**config.mk**
```make
export PLATFORM = sky130hd
export DESIGN_NAME = fetch_sequencer
export DESIGN_NICKNAME = d
export VERILOG_FILES = /design/src/rtl/fetch_sequencer.sv
export SDC_FILE = /design/constraint.sdc
export NUM_CORES = 1
export LEC_CHECK = 0
export ABC_AREA = 1
export BUFFER_PORTS_ARGS = -buffer_cell sky130_fd_sc_hd__buf_2
export CAP_MARGIN = 40
export CELL_PAD_IN_SITES_DETAIL_PLACEMENT = 1
export CELL_PAD_IN_SITES_GLOBAL_PLACEMENT = 1
export CORE_AREA = 2 2 83 85
export DETAILED_ROUTE_END_ITERATION = 8
export DIE_AREA = 0 0 85 87
export GPL_TIMING_DRIVEN = 0
export PLACE_DENSITY = 0.72
export SYNTH_ARGS = -nofsm -noshare
export SYNTH_HDL_FRONTEND = slang
export SYNTH_SLANG_ARGS = --single-unit
```
**constraint.sdc**
```tcl
create_clock -name clock -period 2 [get_ports clock]
set_clock_uncertainty 0.2 [all_clocks]
set_input_delay 0.2 -clock clock [delete_from_list [all_inputs] [get_ports clock]]
set_output_delay 0.2 -clock clock [all_outputs]
set_load 0.01 [all_outputs]
```
**src/rtl/fetch_sequencer.sv**
```systemverilog
// Instruction-fetch control FSM for JZJCoreF: arbitrates the shared memory port between
// instruction fetches and load/store accesses, with halt/resume, a memory watchdog and stall counting.
package fetch_sequencer_pkg;
    typedef enum logic {
        CURRENT_PC = 1'b0,
        NEXT_PC    = 1'b1
    } InstructionAddressSource_t;

    typedef enum logic [2:0] {
        S_FETCH_CURRENT = 3'd0,
        S_EXECUTE       = 3'd1,
        S_DATA_ACCESS   = 3'd2,
        S_FETCH_NEXT    = 3'd3,
        S_HALTED        = 3'd4
    } fetch_state_t;
endpackage

module fetch_sequencer
    import fetch_sequencer_pkg::*;
#(
    parameter int TIMEOUT_CYCLES    = 1024,
    parameter int STALL_COUNT_WIDTH = 16
) (
    input  logic                          clock,
    input  logic                          reset,
    input  logic                          memAck,
    input  logic                          dataAccessRequest,
    input  logic                          haltRequest,
    input  logic                          resume,
    output InstructionAddressSource_t     instructionAddressSource,
    output logic                          memRequest,
    output logic                          memSelectData,
    output logic                          pcWriteEnable,
    output logic                          irWriteEnable,
    output logic                          dataAccessComplete,
    output logic                          halted,
    output logic                          busError,
    output logic [STALL_COUNT_WIDTH-1:0]  stallCount,
    output fetch_state_t                  debug_state
);
    localparam int WAIT_W = $clog2(TIMEOUT_CYCLES);
    localparam logic [WAIT_W-1:0] WAIT_LAST = WAIT_W'(TIMEOUT_CYCLES - 1);
    localparam logic [STALL_COUNT_WIDTH-1:0] STALL_MAX = '1;

    fetch_state_t                 state_q, state_d;
    logic [WAIT_W-1:0]            wait_q, wait_d;
    logic                         bus_error_q, bus_error_d;
    logic [STALL_COUNT_WIDTH-1:0] stall_q, stall_d;

    logic                      req_raw, sel_raw, halt_raw;
    logic                      pc_we_raw, ir_we_raw, dac_raw;
    InstructionAddressSource_t src_raw;
    logic                      stalled, timeout;

    always_ff @(posedge clock or negedge reset) begin
        if (!reset) begin
            state_q     <= S_FETCH_CURRENT;
            wait_q      <= '0;
            bus_error_q <= 1'b0;
            stall_q     <= '0;
        end else begin
            state_q     <= state_d;
            wait_q      <= wait_d;
            bus_error_q <= bus_error_d;
            stall_q     <= stall_d;
        end
    end

    always_comb begin
        state_d     = state_q;
        bus_error_d = bus_error_q;
        req_raw     = 1'b0;
        sel_raw     = 1'b0;
        halt_raw    = 1'b0;
        pc_we_raw   = 1'b0;
        ir_we_raw   = 1'b0;
        dac_raw     = 1'b0;
        src_raw     = CURRENT_PC;

        // Request states share the timeout test; an ack on the last allowed cycle wins.
        case (state_q)
            S_FETCH_CURRENT: begin
                req_raw = 1'b1;
                src_raw = CURRENT_PC;
            end
            S_EXECUTE: begin
                src_raw = NEXT_PC;
                if (haltRequest)            state_d = S_HALTED;
                else if (dataAccessRequest) state_d = S_DATA_ACCESS;
                else                        state_d = S_FETCH_NEXT;
            end
            S_DATA_ACCESS: begin
                req_raw = 1'b1;
                sel_raw = 1'b1;
                src_raw = NEXT_PC;
            end
            S_FETCH_NEXT: begin
                req_raw = 1'b1;
                src_raw = NEXT_PC;
            end
            S_HALTED: begin
                halt_raw = 1'b1;
                if (resume && !bus_error_q) state_d = S_FETCH_CURRENT;
            end
            default: state_d = S_FETCH_CURRENT;
        endcase

        stalled = req_raw && !memAck;
        timeout = stalled && (wait_q == WAIT_LAST);

        if (req_raw && memAck) begin
            case (state_q)
                S_FETCH_CURRENT: begin
                    ir_we_raw = 1'b1;
                    state_d   = S_EXECUTE;
                end
                S_DATA_ACCESS: begin
                    dac_raw = 1'b1;
                    state_d = S_FETCH_NEXT;
                end
                S_FETCH_NEXT: begin
                    pc_we_raw = 1'b1;
                    ir_we_raw = 1'b1;
                    state_d   = S_EXECUTE;
                end
                default: ;
            endcase
        end else if (timeout) begin
            state_d     = S_HALTED;
            bus_error_d = 1'b1;
        end

        stall_d = stall_q;
        if (stalled && stall_q != STALL_MAX) stall_d = stall_q + 1'b1;

        wait_d = '0;
        if (stalled && state_d == state_q) wait_d = wait_q + 1'b1;
    end

    // Everything is forced idle while reset is held, even though the state reads FETCH_CURRENT.
    assign memRequest               = reset & req_raw;
    assign memSelectData            = reset & sel_raw;
    assign pcWriteEnable            = reset & pc_we_raw;
    assign irWriteEnable            = reset & ir_we_raw;
    assign dataAccessComplete       = reset & dac_raw;
    assign halted                   = reset & halt_raw;
    assign busError                 = reset & bus_error_q;
    assign stallCount               = reset ? stall_q : '0;
    assign instructionAddressSource = reset ? src_raw : CURRENT_PC;
    assign debug_state              = state_q;
endmodule

```
==> flow_metrics.py <==
metrics = {
    "outcome": {
        "outcome": "finished clean",
    },
    "synth": {
        "async_flop_share_pct": 100,
        "syn-num-nets": 268,
        "seq_area_frac_synth_pct": 40.1,
        "synth.distinct_cells": 23,
        "synth_edf_count": 0,
        "syn_area_per_cell_um2": 7.20,
        "synth_cells": 260,
        "synth-seq-cells": 30,
        "syn_area_mm2": 0.00187,
        "synth_warnings": 0,
        "yosys_most_used_dff": "dfrtp_1",
    },
    "global_route": {
        "antenna_found_initial": 0,
        "grt_max_degree": 31,
        "grt_pass1_vias": 1762,
        "track_usage_pct": 13.4,
        "overflow": 0,
        "grt_pass1_wl_mm": 7.98,
    },
    "drt": {
        "ant_nets": 0,
        "wl_per_cell_um": 12.3,
        "num_vias": 1714,
        "drcViolationCount": 0,
        "routed_wl_mm": 4.69,
        "drt-initial-drc-count": 72,
        "viasPerCell": 4.49,
        "dr.pass1.iters": 4,
    },
    "sta": {
        "fin_ws_ps": 109,
        "timing.fmax_mhz": 529,
        "slew_viol_final": 0,
        "tns_ps": 0,
        "fin_crit_ps": 1890,
        "relSlewSlack_pct": 78.4,
        "finalSetupViolCount": 0,
        "tightest_slew_ps": 321,
        "hold_violations": 0,
        "finalCritPeriodShare_pct": 94.5,
        "fin_hold_ws_ps": 14.1,
    },
    "critical_path": {
        "critPathArrivalTime_ps": 1870,
        "crit_fanout": 10,
        "path_cells": "ha_2, nand3_2, nor3_4, nand3_2, nand2_4, inv_2, buf_6, nand2_1, o21ai_2",
        "critPathSlowestCell": "dfrtp_1",
        "worstSetupPathType": "reg2reg",
        "cp_common_cell": "nand3_2",
        "cp-end-kind": "flop",
        "startpoint_type": "flop",
        "required_ps": 1980,
        "crit_path_max_incr_delay_ps": 410,
    },
    "final_layout": {
        "final_common_cell": "nand2_1",
        "final_cell_mix": "70 x nand2_1, 42 x inv_1, 35 x nor2_1",
        "post-route-cell-area_mm2": 0.00228,
        "layoutNonFillerInstCount": 382,
        "num_antenna_cells": 0,
        "area.growth.synth_to_final_pct": 21.6,
        "drive_above_1_share_pct": 21.2,
        "finalNetCount": 309,
        "post-route-util_pct": 34.7,
    },
    "cts": {
        "clkTransAtPathRegs_ps": 70,
        "cts_tree": "yes",
        "cts_num_sinks": 30,
        "cts_max_path_buffers": 2,
        "numCtsBuffers": 5,
        "root_buffer": "clkbuf_8",
        "post-cts-setup-buffers": 0,
        "clk_latency_ps": 280,
        "htree_num_levels": 2,
    },
    "pwr": {
        "pwr_density_cell_mw_per_mm2": 977,
        "power.leakage_nw": 1.22,
        "power_mw": 2.23,
        "ir_worst_vdd_mv": 0.333,
    },
    "placement": {
        "place_inst": 372,
        "placed_area_mm2": 0.00213,
        "place_ws_ps": -475,
        "hpwl_mm": 3.51,
        "place.gp.congestion": 0.776,
        "port-buffer-count": 32,
    },
    "floorplanning": {
        "core_mm2": 0.00657,
        "ios": 33,
        "die_h_um": 87,
        "dieArea_mm2": 0.00740,
        "fp-row-count": 30,
        "die_w_um": 85,
        "start_util_pct": 28.5,
    },
    "run": {
        "drv_cap": 0,
    },
    "min_path": {
        "hold_path.class": "in2reg",
    },
}
## final timing paths
| check | end | slack (ps) | start | cells past startpoint |
|---|---|---|---|---|
| hold reg to reg | wait_q[0] | 300 | wait_q[0] | 1 |
| setup / recovery | stall_q[8] | 110 | stall_q[0] | 9 |
| max in group asynchronous | stall_q[0] | 1130 | reset | 3 |
| hold / removal | debug_state[0] | 10 | memAck | 3 |
| setup reg to reg | stall_q[8] | 110 | stall_q[0] | 9 |
| min in group asynchronous | debug_state[1] | 290 | reset | 3 |
## where the power goes
| group | switching (mW) | internal, mW | total [mW] |
|---|---|---|---|
| Clock | 0.236 | 0.277 | 0.514 |
| Sequential | 0.154 | 0.717 | 0.871 |
| Combinational | 0.528 | 0.313 | 0.841 |
## worst max-delay path, delay by kind of cell, from the launching register on
family | cells | cell delay (ps)
adder cells (fa/ha/maj) | 1 | 240
flip-flops | 1 | 410
buffers and inverters | 2 | 220
AO/OA/AOI/OAI | 1 | 60
AND/OR/NAND/NOR | 5 | 650
## sequential cells by signal, summed over array words and instances, names as in the netlist
signal / flops
bus_error_q: 1
stall_q: 16
wait_q: 10
debug_state: 3
## cell usage after synthesis, types with 2 or more instances
| cell | number | area [um2] |
|---|---|---|
| o21ai_1 | 2 | 10.0 |
| xnor2_1 | 7 | 61.3 |
| clkbuf_1 | 2 | 7.51 |
| nand3_1 | 16 | 80.1 |
| ha_1 | 2 | 25.0 |
| nand3_2 | 4 | 40.0 |
| nor3_1 | 11 | 55.1 |
| inv_1 | 42 | 158 |
| nor2_1 | 36 | 135 |
| dfrtp_1 | 30 | 751 |
| nand2_1 | 70 | 263 |
| inv_2 | 3 | 11.3 |
| xor2_1 | 14 | 123 |
| o21ai_2 | 4 | 35.0 |
| a21oi_1 | 2 | 10.0 |
| o21ai_0 | 6 | 30.0 |
| nand2_2 | 3 | 18.8 |
## area by class of cell
| type | instances | area (um2) |
|---|---|---|
| plain buffers | 4 | 28.8 |
| clock buffers | 7 | 86.3 |
| clock inverters | 1 | 5.00 |
| fillers | 839 | 4290 |
| inverters | 45 | 169 |
| multi-input cells | 181 | 945 |
| flip-flops and latches | 30 | 751 |
| well taps | 80 | 100 |
| repair buffers | 34 | 193 |
## timing repair
action / in CTS / in global routing
endpoints found under the setup margin: 24 / 13
resized for setup: 3 / 5
hold buffers: 2 / 0
hold endpoints to repair: 30 / 0
## metal layers
layer	vias up	wire length (um)	GRT usage (%)	part of all wire (%)
li1	869	-	-	-
met1	808	2200	16.7	47
met2	33	2270	23.4	48
met3	4	182	2.94	3.9
met4	0	44	3.61	0.94
met5	-	0	0	0
## cell families after synthesis
group           Yosys count  synth area share, %
simple gates            144                 33.8
buf+inv                  49                 10.4
flops                    30                 40.1
xor+xnor                 21                 9.82
compound gates           14                 4.54
fa+ha+maj                 2                 1.34
No activity file was read; power rests on OpenSTA's default activity.
